File: src/rtl/mux_nx1_scan.sv
// mux_nx1_scan: registered N-to-1 multiplexer of WIDTH-bit channels.
// Manual mode picks the channel from sel (out-of-range requests are ignored).
// Scan mode rotates through every channel, dwelling DWELL cycles on each;
// hold freezes the rotation while out keeps tracking live channel data.
// out, channel and tick are all registered from the same next-channel value,
// so they always agree with each other in any given cycle.
module mux_nx1_scan #(
  parameter int WIDTH    = 4,
  parameter int CHANNELS = 4,
  parameter int SEL_W    = 2,
  parameter int DWELL    = 4
) (
  input  logic                      clk,
  input  logic                      reset,
  input  logic [CHANNELS*WIDTH-1:0] data_in,
  input  logic [SEL_W-1:0]          sel,
  input  logic                      mode,
  input  logic                      hold,
  output logic [WIDTH-1:0]          out,
  output logic [SEL_W-1:0]          channel,
  output logic                      tick
);

  // A DWELL of 1 still needs a one-bit counter that simply stays at zero.
  localparam int CNT_W = (DWELL > 1) ? $clog2(DWELL) : 1;

  localparam logic [SEL_W-1:0] LAST_CH  = SEL_W'(CHANNELS - 1);
  localparam logic [CNT_W-1:0] LAST_CNT = CNT_W'(DWELL - 1);
  // One extra bit so CHANNELS == 2**SEL_W is representable for the range check.
  localparam logic [SEL_W:0]   NUM_CH   = (SEL_W + 1)'(CHANNELS);

  logic [SEL_W-1:0] ch;
  logic [SEL_W-1:0] ch_n;
  logic [CNT_W-1:0] cnt;
  logic [CNT_W-1:0] cnt_n;
  logic [WIDTH-1:0] data_n;

  // Next channel and dwell count from the current mode, hold and counter state.
  always_comb begin
    ch_n  = ch;
    cnt_n = cnt;
    if (!mode) begin
      cnt_n = '0;
      if ({1'b0, sel} < NUM_CH) begin
        ch_n = sel;
      end
    end else if (!hold) begin
      if (cnt == LAST_CNT) begin
        cnt_n = '0;
        ch_n  = (ch == LAST_CH) ? '0 : ch + 1'b1;
      end else begin
        cnt_n = cnt + 1'b1;
      end
    end
  end

  // Pick the slice for the next channel so out lines up with channel.
  always_comb begin
    data_n = '0;
    for (int k = 0; k < CHANNELS; k++) begin
      if (ch_n == SEL_W'(k)) begin
        data_n = data_in[k*WIDTH +: WIDTH];
      end
    end
  end

  // State and output registers; reset wins over everything, including scan.
  always_ff @(posedge clk) begin
    if (reset) begin
      ch   <= '0;
      cnt  <= '0;
      out  <= '0;
      tick <= 1'b0;
    end else begin
      ch   <= ch_n;
      cnt  <= cnt_n;
      out  <= data_n;
      tick <= (ch_n != ch);
    end
  end

  assign channel = ch;

endmodule

File: config.mk
export PLATFORM = sky130hd
export DESIGN_NAME = mux_nx1_scan
export DESIGN_NICKNAME = d
export VERILOG_FILES = /design/src/rtl/mux_nx1_scan.sv
export SDC_FILE = /design/constraint.sdc
export NUM_CORES = 1
export LEC_CHECK = 0
export CORE_MARGIN = 2
export CORE_UTILIZATION = 35
export DETAILED_ROUTE_END_ITERATION = 12
export HOLD_SLACK_MARGIN = 0.12
export PLACE_DENSITY = 0.8
export SLEW_MARGIN = 10
export SYNTH_ARGS = -nofsm -noshare
export SYNTH_HDL_FRONTEND = slang
export SYNTH_SLANG_ARGS = --single-unit
File: constraint.sdc
create_clock -name clk -period 1.6 [get_ports clk]
set_input_delay 0.16 -clock clk [delete_from_list [all_inputs] [get_ports clk]]
set_output_delay 0.16 -clock clk [all_outputs]
set_load 0.01 [all_outputs]
## Yosys cells after proc, flatten, opt, wreduce, memory -nomap -nowiden

Index checks and enable logic that the tools add are counted.

- $add $sub $neg: 2
- Reduce and logical (&&, ||, !) cells: 2
- Bitwise logic cells: 1
- Mux-type cells: 9
- Eq/ne operators: 6

Operator list:

| operator | number |
|---|---|
| 4-bit 2-to-1 mux | 4 |
| 2-bit 2-to-1 mux | 5 |
| 2-bit == test, second input constant | 4 |
| 2-bit by 1-bit adder with 2-bit output, second input constant | 2 |
| 2-bit by 1-bit == test with 1-bit output, second input constant | 1 |
| 2-bit zero test | 1 |
| 2-bit != test | 1 |
| 2-bit OR reduction | 1 |
| 1-bit NOT | 1 |

- Output and inout bits: 7
- Word-level logic and storage cells: 24
- Register bits after elaboration: 9
- Bits of input ports: 22

## Depth between registers and ports, before layout

- Word-level depth: 10
- Depth in mapped cells: 6
- Gate-level depth less buffers: 5

## Least setup slack after synthesis

Ideal clock, no wire load.

- Path kind: register -> register
- Start: reg cnt[0]
- End: reg out[0]
- Path slack: 0.161 ns
- Path buffers: 1
- Period minus slack after synthesis: 1.439 ns
- Arrival time: 1.307 ns
- Library setup time: 0.133 ns
- Cell stages (with the launch flop): 7
- Data required time: 1.467 ns
- Path through: dfxtp_1 ha_1 nor2b_2 o221ai_1 buf_4 mux2i_1 o22ai_1

- Cells in the longest elaborated chain, start to end: 9
- Elaborated cells between the ends (all ways): 12
- Those cells by class: 4 x eq/ne; 7 x mux; 1 x reduce/logical

RTL lines:

| item | RTL line | source |
|---|---|---|
| start, declared | 34 | `logic [CNT_W-1:0] cnt;` |
| start signal, assigned | 76 | `cnt <= cnt_n;` |
| 2-bit == test (*) | 48 | `if (cnt == LAST_CNT) begin` |
| 2-bit 2-to-1 mux (*) | 48 |  |
| 2-bit 2-to-1 mux (*) | 47 | `end else if (!hold) begin` |
| 2-bit 2-to-1 mux (*) | 42 | `if (!mode) begin` |
| 2-bit zero test | 61 | `if (ch_n == SEL_W'(k)) begin` |
| 4-bit 2-to-1 mux (3 in series) | 61 |  |
| 4-bit 2-to-1 mux (*) | 61 |  |
| end signal, assigned | 77 | `out <= data_n;` |
| end, declared | 19 | `output logic [WIDTH-1:0] out,` |

Mark *: on every way between the ends. The rest lies on a longest branch, timed or not.
A chain may end at the register's enable or synchronous reset.

## Final worst setup path

Same ends and word-level chain as after synthesis.

==> flow_summary.json <==
{
  "postSynth.asyncResetShare_pct": 0,
  "grt_pass1_vias": 434,
  "reg2reg_slack_ns": 0.07,
  "holdCritStartpoint": "cnt[1]",
  "r2r_cells": 5,
  "critPathCaptureType": "flip-flop",
  "slew_violations": 0,
  "p_leak_nw": 0.359,
  "tightest_slew_ns": 0.370,
  "worstSkewPairLatency_ns": 0.26,
  "dp_hpwl_um": 970,
  "final_core_util_pct": 67.1,
  "finalSetupViolCount": 0,
  "status": "finished clean",
  "drt_iter0_markers": 1,
  "crit_start": "cnt[0]",
  "layout_min_cycle_time_ns": 1.53,
  "ys_top_cells_by_area": "dfxtp_1 37%, mux2i_1 21%, ha_1 5.2%",
  "max_cap_violations": 0,
  "cts_buffer_depth": 2,
  "grt_max_degree": 7,
  "power_mw": 0.609,
  "synthCells": 52,
  "yosys.area.top_type": "dfxtp_1",
  "worstPathArrival_ns": 1.66,
  "skew_ns": 0.00374,
  "gp_congestion": 0.608,
  "cp_max_fo": 5,
  "synth.avg_cell_area_um2": 9.26,
  "cp-start-kind": "flip-flop",
  "synth_cell_types": 20,
  "synth-edff-count": 0,
  "io_pins": 29,
  "coreArea_um2": 1300,
  "yosysSeqAreaShare_pct": 37.4,
  "synth_area_um2": 482,
  "synth_seq_cells": 9,
  "synth_nets": 76,
  "drive_above_1_share_pct": 15.9,
  "ir_worst_vdd_mv": 0.431,
  "fillers": 116,
  "post-synth-top-area-fraction_pct": 37.4,
  "yosys_most_used_dff": "dfxtp_1",
  "area_delta_synth_final_pct": 81.3,
  "cts_tree": "built",
  "root_buffer": "clkbuf_4",
  "clk_pin_slew_worst_paths_ns": 0.06,
  "grt.overflow.total": 0,
  "hold_path.class": "flip-flop to flip-flop",
  "period_share_pct": 95.6,
  "cp.required_ns": 1.73,
  "tns_ns": 0,
  "min_path_cells": 2,
  "die_w_um": 41.1,
  "die_h_um": 41.1,
  "r2r-end": "out[0]",
  "place_inst": 98,
  "routed_wl_mm": 1.20,
  "fin_cells": 103,
  "fmax_ghz": 0.654,
  "min_to": "cnt[1]",
  "powerDensity_nw_per_um2": 697,
  "via_per_inst": 4.98,
  "vias": 513,
  "post_drt_wl_per_cell_um": 11.6,
  "htree_levels": 1,
  "num_antenna_cells": 0,
  "max_slew_margin_pct": 75.3,
  "die_area_um2": 1690,
  "drc": 0,
  "ys_top_cells_by_count": "10 x mux2i_1, 9 x dfxtp_1, 5 x nor2_1, 4 x inv_1, 4 x o22ai_1",
  "ys_warn_count": 0,
  "synth.most_common_cell": "mux2i_1",
  "cts_made_buffers": 3,
  "antenna_left": 0,
  "rows": 13,
  "r2r-start": "cnt[0]",
  "grt_pass1_wl_mm": 1.71,
  "grt_usage_pct": 16.2,
  "portBuffers": 28,
  "firstDrtPassIters": 3,
  "cts.sinks": 9,
  "finalHoldViolCount": 0,
  "final_nets": 113,
  "antenna_found_initial": 0,
  "worstSetupPathType": "flip-flop to flip-flop",
  "start_util_pct": 37.0
}
placed cells by master, fill, tap and decap left out:
master / count
ha_1: 1
and2_1: 1
o221ai_4: 1
buf_4: 5
nand4b_1: 1
nand2b_1: 1
buf_6: 1
xnor2_1: 2
clkdlybuf4s50_1: 28
mux2i_2: 1
clkinv_2: 1
o211ai_1: 1
nor3_1: 1
nor2b_4: 1
ha_2: 1
a21oi_1: 2
a211o_1: 1
o22ai_1: 4
inv_1: 4
a31oi_1: 1
dfxtp_1: 9
nor2_1: 5
nand2_1: 3
mux2i_1: 9
clkbuf_4: 3
routing by layer:
metal	track usage, %	up-vias	wire [um]
met5	0	-	0
met4	9.68	0	32
met3	4.35	5	98
met2	27.7	27	612
met1	17.5	224	451
li1	-	257	-
worst max-delay path, stage by stage (launching register included):
cell	delay (ns)
dfxtp_1	0.36
ha_2	0.21
nor2b_4	0.21
mux2i_2	0.27
a211o_1	0.24
o22ai_1	0.11
logic make-up (layout without fill, tap and decap cells):
kind of cell,Yosys count,after routing,share of synthesized area [%]
adders and majority gates,2,2,5.19
AOI/OAI and AO/OA,10,10,13.8
muxes,10,10,20.8
and+or+nand+nor,13,13,13.5
xor gates and xnor gates,2,2,3.64
DFF,9,9,37.4
buffers and inverters,6,42,5.71
power breakdown:
| part | leakage, nW | internal [mW] | switching [mW] | total (mW) |
|---|---|---|---|---|
| sequential | 0.0746 | 0.242 | 0.00614 | 0.248 |
| clock | 0.0177 | 0.0922 | 0.0805 | 0.173 |
| combinational | 0.266 | 0.120 | 0.0685 | 0.188 |
| total | 0.359 | 0.454 | 0.155 | 0.609 |
through the flow:
step	cell area (um2)	hold WS, ns	worst slack [ns]
floorplan	482	0.229	0.161
global placement	806	0.483	0.0513
detailed placement	806	0.496	-0.0834
CTS	845	0.510	0.0480
global route	873	0.523	-0.0294
finish	873	0.503	0.0702
cell type report:
cell class / instances / area (um2) / area share, %
clock inverter: 1 / 5.00 / 0.573
clock buffer: 3 / 22.5 / 2.58
inverter: 4 / 15.0 / 1.72
multi-input combinational: 37 / 303 / 34.7
tap: 15 / 18.8 / 2.15
sequential: 9 / 180 / 20.6
timing repair buffer: 34 / 329 / 37.7
worst max-delay path by stage:
stage,to,cells after the start,slack (ns)
finish,out[0],5,0.07
CTS,out[1],6,0.05
global placement,out[1],6,0.05
global route,out[3],5,-0.03
floorplan,out[0],6,0.16
detailed placement,out[0],6,-0.08
registers in the layout, summed over array words and instances (netlist names):
name,count
out,4
channel,2
cnt,2
tick,1
repair_timing:
action,in CTS,in global routing
cloned,1,0
endpoints found under the setup margin,3,4
pin swaps,0,1
buffers inserted,0,0
hold buffers,0,0
gates resized for setup,2,7
Power figures use the tool's default switching activity.
==> RTL change (config.mk and constraints unchanged) <==
The parameter `DWELL` goes from 4 to 16.
--- a/src/rtl/mux_nx1_scan.sv
+++ b/src/rtl/mux_nx1_scan.sv
@@ -10,3 +10,3 @@
   parameter int SEL_W    = 2,
-  parameter int DWELL    = 4
+  parameter int DWELL    = 16
 ) (
Formal check against the unedited RTL: not equivalent (a bounded check fails within 10 cycles, from zero or initial values and one cycle with reset high).
==> RTL change against the original RTL <==
First-iteration DRC count grew to 22 times the old value. Maximum frequency shrank 15%. Design area grew 59%. The flow now finishes with violations (setup timing). Utilization grew 2.8 points. Sequential cell count grew 2. Routed wire length grew 120%. Synthesized cell count grew 62%. Synthesized area grew 54%. Worst setup slack lost 0.26 ns. Sequential power grew 19%. Combinational power grew 43%. Power grew 23%. Largest power group unchanged. Critical path depth grew 3.
==> RTL change: results (changes against the original RTL) <==
| Metric | Value |
|---|---|
| Mapped Nets | 108 (+42%) |
| Gr usage total | 20.7% (+4.5 points) |
| Mux cell area share after synthesis | 7.91% (-13 points) |
| Fill count | 146 (+26%) |
| CP arrival | 1.94 ns (+0.28 ns) |
| Dpl cells | 151 (+54%) |
| GPL Wtd Cong | 0.809 (+33%) |
| Synth top area cells | dfxtp_1, a21oi_1, a2111oi_1 |
| Mean Syn Cell Area | 8.85 um2 (-4.5%) |
| Register area share after synthesis | 29.6% (-7.8 points) |
| Hpwl dp | 1660 um (+72%) |
| Post-Synth Adder-Cell Area | 3.37% (-1.8 points) |
| Post-route worst setup slack | -0.191 ns (-0.262 ns) |
| Peak supply drop | 0.420 mV (-2.7%) |
| Share of layout cells above drive strength 1 | 34.8% (+19 points) |
| Post-Route WL | 2580 um (+120%) |
| Commonest cells in the netlist | a21oi_1, dfxtp_1, nor2_1 |
| Count of cell types in the netlist | 31 (+55%) |
| Violated checks | setup timing |
| Status | finished, violations left |
| Worst hold-check path type | input port to flip-flop |
| Met3 usage | 5.76% (+1.4 points) |
| Clk_skew | 0.00529 ns (+0.00155 ns) |
| Worst-margin pin slew | 0.347 ns (-0.0231 ns) |
| First-pass GRT wire length | 3820 um (+120%) |
| Leakage | 0.567 nW (+58%) |
| DR iter-0 viols | 22 (+21) |
| CP Max Fanout | 4 (-1) |
| Xor and xnor area share after synthesis | 4.71% (+1.1 points) |
| Hold_sp | data_in[1] |
| Via count | 890 (+73%) |
| Dpl cell area | 1160 um2 (+44%) |
| Synth Area in Compound Gates | 22.6% (+8.8 points) |
| Post-synth ARST share | 0% (unchanged) |
| Largest net degree at the start of global routing | 14 (+7) |
| Final-report setup violation count | 5 (+5) |
| DR vias/cell | 5.49 (+10%) |
RTL change: power breakdown:
| group | switching (mW) | leakage, nW | total (mW) | internal, mW |
|---|---|---|---|---|
| registers | 0.00608 | 0.0915 | 0.296 | 0.290 |
| logic | 0.117 | 0.460 | 0.268 | 0.152 |
| clock network | 0.0889 | 0.0150 | 0.185 | 0.0964 |
RTL change: what timing repair did:
action	CTS	global route
setup buffers	5	3
hold buffers	0	0
endpoints found under the setup margin	5	5
pin swaps	5	6
resized for setup	14	14
RTL change: stage by stage:
| step | util, % | worst slack, ns | setup TNS, ns |
|---|---|---|---|
| 5_1_grt | 69.9 | -0.283 | -0.966 |
| 3_5_place_dp | 58.5 | -0.281 | -1.22 |
| 3_3_place_gp | 58.5 | -0.177 | -0.804 |
| 6_report | 69.9 | -0.191 | -0.523 |
| 2_1_floorplan | - | 0.00251 | 0 |
| 4_1_cts | 65.5 | -0.123 | -0.541 |
RTL change: path summary, 6_finish.rpt:
kind                               end  slack, ns  depth (start not counted)
worst min register to register  cnt[3]       0.57                          2
worst min-delay path            out[1]       0.50                          3
worst max-delay path            out[3]      -0.19                          8
worst max register to register  out[3]      -0.19                          8
RTL change: cell type report:
| type | count | area share [%] |
|---|---|---|
| multi-input combinational | 70 | 46.7 |
| timing repair buffer | 50 | 32.9 |
| sequential | 11 | 16.1 |
| tap | 27 | 2.44 |
| clock buffer | 4 | 1.90 |
RTL change: routing by layer:
layer  share of wire, %  vias up
met3                8.0       11
met4                2.4        0
met2                 46       51
met1                 43      404
met5                  0        -
li1                   -      424
RTL change: critical path, stage by stage (launching register included):
cell	delay [ns]
dfxtp_2	0.35
ha_4	0.15
nand4b_4	0.12
buf_4	0.16
nor4b_4	0.19
buf_4	0.19
buf_4	0.12
a2111oi_4	0.04
a2111oi_4	0.35
